<file path="src/rtl/calc_pkg.sv">
// Shared definitions for the sequential calculator: opcodes, FSM encoding
// and the default operand width.
package calc_pkg;

  localparam int DEF_WIDTH = 8;

  localparam logic [1:0] MODE_ADD = 2'b00;
  localparam logic [1:0] MODE_SUB = 2'b01;
  localparam logic [1:0] MODE_MUL = 2'b10;
  localparam logic [1:0] MODE_DIV = 2'b11;

  typedef enum logic [1:0] {
    IDLE = 2'd0,
    CALC = 2'd1,
    DONE = 2'd2
  } state_t;

endpackage

</file>
<file path="src/rtl/calc_iter_unit.sv">
// Iterative magnitude datapath: shift-add multiply or restoring divide,
// one bit per clock, WIDTH iterations after a load.
module calc_iter_unit
  import calc_pkg::*;
#(
  parameter int WIDTH = DEF_WIDTH
) (
  input  logic               clk,
  input  logic               rst,
  input  logic               i_load,
  input  logic               i_div,
  input  logic [WIDTH-1:0]   i_mag_a,
  input  logic [WIDTH-1:0]   i_mag_b,
  output logic [2*WIDTH-1:0] o_prod,
  output logic [WIDTH-1:0]   o_quot,
  output logic [WIDTH-1:0]   o_rem,
  output logic               o_fin
);

  localparam int CNT_W = $clog2(WIDTH) + 1;
  localparam logic [CNT_W-1:0] CNT_END = CNT_W'(WIDTH);

  logic [CNT_W-1:0]   r_cnt;
  logic               r_div;
  logic [2*WIDTH-1:0] r_acc;
  logic [2*WIDTH-1:0] r_mcand;
  logic [WIDTH-1:0]   r_mplier;
  logic [WIDTH-1:0]   r_quo;
  logic [WIDTH-1:0]   r_rem;
  logic [WIDTH-1:0]   r_dvsr;
  logic [WIDTH:0]     w_shift;
  logic [WIDTH:0]     w_trial;

  // Counter parks at CNT_END when idle so no iteration runs on stale data.
  always_ff @(posedge clk) begin
    if (rst)
      r_cnt <= CNT_END;
    else if (i_load)
      r_cnt <= '0;
    else if (r_cnt != CNT_END)
      r_cnt <= r_cnt + CNT_W'(1);
  end

  assign w_shift = {r_rem, r_quo[WIDTH-1]};
  assign w_trial = w_shift - {1'b0, r_dvsr};

  always_ff @(posedge clk) begin
    if (i_load) begin
      r_div    <= i_div;
      r_acc    <= '0;
      r_mcand  <= {{WIDTH{1'b0}}, i_mag_a};
      r_mplier <= i_mag_b;
      r_rem    <= '0;
      r_quo    <= i_mag_a;
      r_dvsr   <= i_mag_b;
    end else if (r_cnt != CNT_END) begin
      if (!r_div) begin
        if (r_mplier[0])
          r_acc <= r_acc + r_mcand;
        r_mcand  <= r_mcand << 1;
        r_mplier <= r_mplier >> 1;
      end else if (!w_trial[WIDTH]) begin
        r_rem <= w_trial[WIDTH-1:0];
        r_quo <= {r_quo[WIDTH-2:0], 1'b1};
      end else begin
        r_rem <= w_shift[WIDTH-1:0];
        r_quo <= {r_quo[WIDTH-2:0], 1'b0};
      end
    end
  end

  assign o_prod = r_acc;
  assign o_quot = r_quo;
  assign o_rem  = r_rem;
  assign o_fin  = (r_cnt == CNT_END);

endmodule

</file>
<file path="src/rtl/seq_calculator.sv">
// Multi-cycle add/sub/mul/div unit with start/busy/done handshake. Sign
// handling and status flags live here; the magnitude loop is in calc_iter_unit.
module seq_calculator
  import calc_pkg::*;
#(
  parameter int WIDTH = DEF_WIDTH
) (
  input  logic               clk,
  input  logic               rst,
  input  logic               start,
  input  logic [1:0]         mode,
  input  logic [WIDTH-1:0]   operand_a,
  input  logic [WIDTH-1:0]   operand_b,
  input  logic               signed_operation,
  output logic               busy,
  output logic               done,
  output logic [2*WIDTH-1:0] result,
  output logic               valid,
  output logic               overflow,
  output logic               divide_by_zero
);

  localparam logic [WIDTH-1:0] MIN_VAL = {1'b1, {(WIDTH-1){1'b0}}};

  function automatic logic [WIDTH-1:0] f_neg_w(input logic [WIDTH-1:0] v, input logic neg);
    return neg ? -v : v;
  endfunction

  function automatic logic [2*WIDTH-1:0] f_neg_2w(input logic [2*WIDTH-1:0] v, input logic neg);
    return neg ? -v : v;
  endfunction

  state_t r_state, w_next;

  logic               w_accept, w_dbz, w_load, w_fin;
  logic               w_neg_a, w_neg_b;
  logic [WIDTH-1:0]   w_mag_a, w_mag_b;
  logic signed [WIDTH:0] w_ext_a, w_ext_b, w_sum;
  logic [2*WIDTH-1:0] w_as_res;
  logic               w_as_ovf;
  logic [2*WIDTH-1:0] w_prod_mag, w_prod;
  logic [WIDTH-1:0]   w_quot_mag, w_rem_mag, w_quot, w_rem;
  logic [WIDTH:0]     w_prod_top;
  logic               w_mul_ovf;

  logic               r_div, r_sgn, r_neg_q, r_neg_r, r_min_ovf;
  logic [2*WIDTH-1:0] r_res_p0;
  logic               r_vld_p0, r_ovf_p0, r_dbz_p0;
  logic [2*WIDTH-1:0] r_result;
  logic               r_valid, r_overflow, r_dbz, r_done;

  assign w_accept = start && (r_state == IDLE || r_state == DONE);
  assign w_dbz    = (mode == MODE_DIV) && (operand_b == '0);
  assign w_load   = w_accept && mode[1] && !w_dbz;

  assign w_neg_a = signed_operation & operand_a[WIDTH-1];
  assign w_neg_b = signed_operation & operand_b[WIDTH-1];
  assign w_mag_a = f_neg_w(operand_a, w_neg_a);
  assign w_mag_b = f_neg_w(operand_b, w_neg_b);

  // Add/sub: exact (WIDTH+1)-bit result, extended according to signedness.
  assign w_ext_a  = signed_operation ? {operand_a[WIDTH-1], operand_a} : {1'b0, operand_a};
  assign w_ext_b  = signed_operation ? {operand_b[WIDTH-1], operand_b} : {1'b0, operand_b};
  assign w_sum    = (mode == MODE_SUB) ? (w_ext_a - w_ext_b) : (w_ext_a + w_ext_b);
  assign w_as_res = signed_operation ? {{(WIDTH-1){w_sum[WIDTH]}}, w_sum}
                                     : {{(WIDTH-1){1'b0}}, w_sum};
  assign w_as_ovf = signed_operation ? (w_sum[WIDTH] ^ w_sum[WIDTH-1]) : w_sum[WIDTH];

  calc_iter_unit #(.WIDTH(WIDTH)) u_iter (
    .clk     (clk),
    .rst     (rst),
    .i_load  (w_load),
    .i_div   (mode[0]),
    .i_mag_a (w_mag_a),
    .i_mag_b (w_mag_b),
    .o_prod  (w_prod_mag),
    .o_quot  (w_quot_mag),
    .o_rem   (w_rem_mag),
    .o_fin   (w_fin)
  );

  assign w_prod     = f_neg_2w(w_prod_mag, r_neg_q);
  assign w_quot     = f_neg_w(w_quot_mag, r_neg_q);
  assign w_rem      = f_neg_w(w_rem_mag, r_neg_r);
  assign w_prod_top = w_prod[2*WIDTH-1:WIDTH-1];
  assign w_mul_ovf  = r_sgn ? !((&w_prod_top) || !(|w_prod_top))
                            : (|w_prod[2*WIDTH-1:WIDTH]);

  always_ff @(posedge clk) begin
    if (rst)
      r_state <= IDLE;
    else
      r_state <= w_next;
  end

  always_comb begin
    w_next = r_state;
    case (r_state)
      IDLE, DONE: begin
        if (r_state == DONE)
          w_next = IDLE;
        if (start)
          w_next = (!mode[1] || w_dbz) ? DONE : CALC;
      end
      CALC:    if (w_fin) w_next = DONE;
      default: w_next = IDLE;
    endcase
  end

  // Stage p0: staged result, written on the edge that enters DONE.
  always_ff @(posedge clk) begin
    if (w_accept) begin
      r_div     <= mode[0];
      r_sgn     <= signed_operation;
      r_neg_q   <= w_neg_a ^ w_neg_b;
      r_neg_r   <= w_neg_a;
      r_min_ovf <= signed_operation && (mode == MODE_DIV) &&
                   (operand_a == MIN_VAL) && (operand_b == '1);
    end
    if (w_accept && !mode[1]) begin
      r_res_p0 <= w_as_res;
      r_vld_p0 <= 1'b1;
      r_ovf_p0 <= w_as_ovf;
      r_dbz_p0 <= 1'b0;
    end else if (w_accept && w_dbz) begin
      r_res_p0 <= '0;
      r_vld_p0 <= 1'b0;
      r_ovf_p0 <= 1'b0;
      r_dbz_p0 <= 1'b1;
    end else if (r_state == CALC && w_fin) begin
      r_res_p0 <= r_div ? {w_rem, w_quot} : w_prod;
      r_vld_p0 <= 1'b1;
      r_ovf_p0 <= r_div ? r_min_ovf : w_mul_ovf;
      r_dbz_p0 <= 1'b0;
    end
  end

  // Stage p1: visible outputs, updated once per DONE state with a done pulse.
  always_ff @(posedge clk) begin
    if (rst) begin
      r_result   <= '0;
      r_valid    <= 1'b0;
      r_overflow <= 1'b0;
      r_dbz      <= 1'b0;
      r_done     <= 1'b0;
    end else begin
      r_done <= (r_state == DONE);
      if (r_state == DONE) begin
        r_result   <= r_res_p0;
        r_valid    <= r_vld_p0;
        r_overflow <= r_ovf_p0;
        r_dbz      <= r_dbz_p0;
      end
    end
  end

  assign busy           = (r_state == CALC);
  assign done           = r_done;
  assign result         = r_result;
  assign valid          = r_valid;
  assign overflow       = r_overflow;
  assign divide_by_zero = r_dbz;

endmodule

</file>
<file path="config.mk">
export PLATFORM = sky130hd
export DESIGN_NAME = seq_calculator
export DESIGN_NICKNAME = d
export VERILOG_FILES = /design/src/rtl/calc_pkg.sv /design/src/rtl/calc_iter_unit.sv /design/src/rtl/seq_calculator.sv
export SDC_FILE = /design/constraint.sdc
export NUM_CORES = 1
export LEC_CHECK = 0
export BUFFER_PORTS_ARGS = -buffer_cell sky130_fd_sc_hd__buf_2
export CAP_MARGIN = 20
export CORE_AREA = 2 2 107 109
export DETAILED_ROUTE_END_ITERATION = 12
export DIE_AREA = 0 0 109 111
export GPL_ROUTABILITY_DRIVEN = 0
export GPL_TIMING_DRIVEN = 1
export PLACE_DENSITY = 0.95
export SYNTH_ARGS = -nofsm -noshare
export SYNTH_HDL_FRONTEND = slang
export SYNTH_SLANG_ARGS = --single-unit
</file>
<file path="constraint.sdc">
create_clock -name clk -period 5.8 [get_ports clk]
set_input_delay 0 -clock clk [delete_from_list [all_inputs] [get_ports clk]]
set_output_delay 0 -clock clk [all_outputs]
set_load 0.005 [all_outputs]
</file>
==> run_summary.xml <==
<?xml version="1.0" encoding="UTF-8"?>
<metrics>
  <group name="floorplanning">
    <metric name="io-pin-count" unit="">43</metric>
    <metric name="die_y" unit="um">111</metric>
    <metric name="design.die.area" unit="sq um">12100</metric>
    <metric name="core_region_area" unit="sq um">11080</metric>
    <metric name="die_width" unit="um">109</metric>
    <metric name="num_rows" unit="">39</metric>
    <metric name="initial_core_util" unit="">0.6245</metric>
  </group>
  <group name="timing">
    <metric name="setup_viol" unit="">0</metric>
    <metric name="final.hold.worst_slack" unit="ps">29.68</metric>
    <metric name="setup_total_neg_slack" unit="ps">0</metric>
    <metric name="unrepaired_setup_endpoints_after_global_routing" unit="">false</metric>
    <metric name="worst-slew-pin-transition" unit="ps">1078</metric>
    <metric name="max_clock_freq" unit="MHz">272.7</metric>
    <metric name="hold_viol_final" unit="">0</metric>
    <metric name="layout_min_cycle_time" unit="ps">3667</metric>
    <metric name="drv_slew" unit="">0</metric>
    <metric name="final.period_utilization" unit="">0.6323</metric>
    <metric name="finalClockSkew" unit="ps">6.718</metric>
    <metric name="slew_headroom" unit="">0.2813</metric>
    <metric name="setup_ws" unit="ps">2133</metric>
  </group>
  <group name="drt">
    <metric name="wl" unit="um">19290</metric>
    <metric name="drc_errors" unit="">0</metric>
    <metric name="drt_first_iter_violations" unit="">832</metric>
    <metric name="num_vias" unit="">6198</metric>
    <metric name="detail-route-antenna-nets" unit="">0</metric>
    <metric name="firstDrtPassIters" unit="">5</metric>
    <metric name="post_drt_via_cell_ratio" unit="">6.504</metric>
    <metric name="wire_per_inst" unit="um">20.24</metric>
  </group>
  <group name="clocking">
    <metric name="post_cts.repair.setup_buffers" unit="">0</metric>
    <metric name="cts.reportedPaths.clkPinSlew" unit="ps">60</metric>
    <metric name="cts.root.buffer_cell" unit="">sky130_fd_sc_hd__clkbuf_16</metric>
    <metric name="clkSinkCount" unit="">115</metric>
    <metric name="numCtsBuffers" unit="">17</metric>
    <metric name="cts-htree-levels" unit="">4</metric>
    <metric name="tritoncts" unit="">done</metric>
    <metric name="clock_insertion_delay_worst_skew" unit="ps">420</metric>
    <metric name="clock_path_buffers" unit="">2</metric>
  </group>
  <group name="worst_setup_path">
    <metric name="path_cells" unit="">dlygate4sd3_1 -&gt; buf_2 -&gt; nor2b_1 -&gt; mux2i_1 -&gt; fa_1 -&gt; a21o_1 -&gt; a21oi_1 -&gt; o21ai_0 -&gt; o41ai_1 -&gt; xor2_1 -&gt; nor2_1 -&gt; nand2_1 -&gt; o21ai_0</metric>
    <metric name="crit_required" unit="ps">5930</metric>
    <metric name="cp_common_cell" unit="">sky130_fd_sc_hd__o21ai_0</metric>
    <metric name="critPathKind" unit="">input port to flip-flop</metric>
    <metric name="critical_path.max_fanout" unit="">11</metric>
    <metric name="slowest_delay" unit="ps">660</metric>
    <metric name="cp-end-kind" unit="">flip-flop</metric>
    <metric name="critPathSlowestCell" unit="">sky130_fd_sc_hd__nor2b_1</metric>
    <metric name="critPathLaunchType" unit="">input port</metric>
    <metric name="worstPathArrival" unit="ps">3800</metric>
  </group>
  <group name="layout">
    <metric name="final_common_cell" unit="">sky130_fd_sc_hd__nand2_1</metric>
    <metric name="n_antenna_cell" unit="">0</metric>
    <metric name="leading_cell_types_in_the_layout_fill_and_taps_excluded" unit="">118 x sky130_fd_sc_hd__nand2_1, 64 x sky130_fd_sc_hd__a21oi_1, 60 x sky130_fd_sc_hd__dfxtp_1</metric>
    <metric name="finish.cell_count_without_fillers" unit="">953</metric>
    <metric name="layout-drive-gt1-share" unit="">0.1173</metric>
    <metric name="final_nets" unit="">861</metric>
    <metric name="areaGrowthSynthToFinish" unit="%">13.64</metric>
    <metric name="nFillCells" unit="">650</metric>
  </group>
  <group name="synth">
    <metric name="syn_avg_cell_area" unit="sq um">9.079</metric>
    <metric name="flip_flop_and_latch_count_after_synthesis" unit="">115</metric>
    <metric name="synth_cells" unit="">762</metric>
    <metric name="synth-edff-count" unit="">55</metric>
    <metric name="synth_nets" unit="">826</metric>
    <metric name="synth_cell_types" unit="">62</metric>
    <metric name="seq_area_frac_synth" unit="">0.4124</metric>
    <metric name="postSynth.asyncResetShare" unit="">0</metric>
    <metric name="ys_warn_count" unit="">0</metric>
    <metric name="ys_dominant_reg_cell" unit="">sky130_fd_sc_hd__dfxtp_1</metric>
    <metric name="netlist_area" unit="sq um">6918</metric>
  </group>
  <group name="power_and_ir_drop">
    <metric name="power.density" unit="nW/um^2">439.6</metric>
    <metric name="power.sequential.fraction" unit="">0.338</metric>
    <metric name="power.net_switching" unit="uW">1246</metric>
    <metric name="post-layout-total-power" unit="uW">3456</metric>
    <metric name="vdd_ir_drop_max" unit="mV">0.3418</metric>
    <metric name="p_int" unit="uW">2210</metric>
    <metric name="comb_power_share" unit="">0.354</metric>
    <metric name="cellLeakagePower" unit="uW">0.003204</metric>
    <metric name="switching_share" unit="">0.3605</metric>
    <metric name="pwr-share-clk" unit="">0.308</metric>
  </group>
  <group name="global_route">
    <metric name="via_count_of_the_first_global_routing_pass" unit="">6037</metric>
    <metric name="gr-total-overflow" unit="">0</metric>
    <metric name="grt_pass1_wl" unit="um">30630</metric>
    <metric name="grt_antenna_before_repair" unit="">0</metric>
    <metric name="grt_max_degree" unit="">48</metric>
    <metric name="gr-usage-all-layers" unit="">0.3307</metric>
  </group>
  <group name="outcome">
    <metric name="run_status" unit="">completed</metric>
  </group>
  <group name="placement">
    <metric name="dp.final_hpwl" unit="um">11780</metric>
    <metric name="placement.io_buffers" unit="">42</metric>
    <metric name="detailedPlace.worstSlack" unit="ps">2520</metric>
    <metric name="post-place-cells" unit="">916</metric>
  </group>
  <group name="job">
    <metric name="drv.max_cap_violation_count" unit="">0</metric>
  </group>
  <group name="min_path">
    <metric name="worstHoldPathType" unit="">input port to flip-flop</metric>
  </group>
</metrics>
[sequential cells by signal, summed over array words and instances (netlist names), 8 cells and up]
signal           count
u_iter.r_mplier      8
u_iter.o_quot        8
u_iter.r_mcand      16
u_iter.r_dvsr        8
u_iter.o_rem         8
r_res_p0            16
result              16
u_iter.o_prod       16
[critical path: cells and delay by family]
kind | cells | cell delay, ps
mux | 1 | 250
xor+xnor | 1 | 380
compound gates | 5 | 1040
simple gates | 3 | 950
buf+inv | 2 | 700
fa+ha+maj | 1 | 470
[stage by stage]
step                cell area (sq um)  utilization
floorplan                        6918            -
global placement                 7201       0.6501
global route                     7861       0.7097
detailed placement               7201       0.6501
CTS                              7850       0.7087
finish                           7861       0.7097
[what timing repair did]
action | 4_1_cts | 5_1_grt
endpoints found under the hold margin | 5 | 0
setup endpoints to repair | 0 | 0
resized for setup | 0 | 0
hold buffers | 4 | 0
[cells in the mapped netlist (14+ instances only)]
| cell | number | area share |
|---|---|---|
| sky130_fd_sc_hd__a21oi_1 | 64 | 0.046 |
| sky130_fd_sc_hd__clkbuf_1 | 25 | 0.014 |
| sky130_fd_sc_hd__dfxtp_1 | 60 | 0.17 |
| sky130_fd_sc_hd__edfxtp_1 | 55 | 0.24 |
| sky130_fd_sc_hd__ha_1 | 39 | 0.071 |
| sky130_fd_sc_hd__inv_1 | 29 | 0.016 |
| sky130_fd_sc_hd__mux2i_1 | 17 | 0.025 |
| sky130_fd_sc_hd__nand2_1 | 118 | 0.064 |
| sky130_fd_sc_hd__nand3_1 | 14 | 0.010 |
| sky130_fd_sc_hd__nor2_1 | 56 | 0.030 |
| sky130_fd_sc_hd__nor2b_1 | 14 | 0.013 |
| sky130_fd_sc_hd__o21a_1 | 16 | 0.017 |
| sky130_fd_sc_hd__o21ai_0 | 32 | 0.023 |
| sky130_fd_sc_hd__xnor2_1 | 41 | 0.052 |
| sky130_fd_sc_hd__xor2_1 | 29 | 0.037 |
[final timing paths]
path                                   start          endpoint  slack (ps)  depth (start not counted)
worst max register to register    r_state[0]  u_iter.o_quot[1]        2660                          7
worst max-delay path                 mode[0]      r_res_p0[15]        2130                         13
worst min register to register     result[6]         result[6]         450                          2
worst min-delay path            operand_b[1]  u_iter.r_dvsr[1]          30                          2
[area by class of cell]
| class | count | area (sq um) | area share |
|---|---|---|---|
| clock buffers | 27 | 578.1 | 0.07353 |
| clock inverters | 5 | 31.28 | 0.003979 |
| inverters | 30 | 112.6 | 0.01432 |
| multi-input cells | 583 | 3824 | 0.4864 |
| flip-flops and latches | 115 | 2853 | 0.3629 |
| well taps | 143 | 178.9 | 0.02276 |
| repair buffers | 50 | 284.0 | 0.03613 |
[power groups by stage]
stage / clock [uW] / combinational, uW / sequential (uW)
after floorplan: 0 / 923 / 1120
after global placement: 0 / 1090 / 1160
after detailed placement: 0 / 1140 / 1170
after CTS: 1060 / 1190 / 1160
after global routing: 1090 / 1330 / 1180
final: 1060 / 1220 / 1170
[layer usage]
layer  global-route usage  up-vias  share of wire
met5                    0        -              0
met4               0.1838        0          0.059
met3              0.08230      102          0.085
met2               0.5366      411           0.49
met1               0.3965     2919           0.37
li1                     -     2766              -
[logic make-up after synthesis]
logic type                 after synthesis  synth area share
buffers and inverters                   64           0.03491
adders and majority gates               42           0.07922
DFF                                    115            0.4124
muxes                                   21           0.03274
and+or+nand+nor                        271            0.1829
xor gates and xnor gates                72           0.09333
AOI/OAI and AO/OA                      177            0.1646
Note: power is estimated with default switching activity, not from simulation.
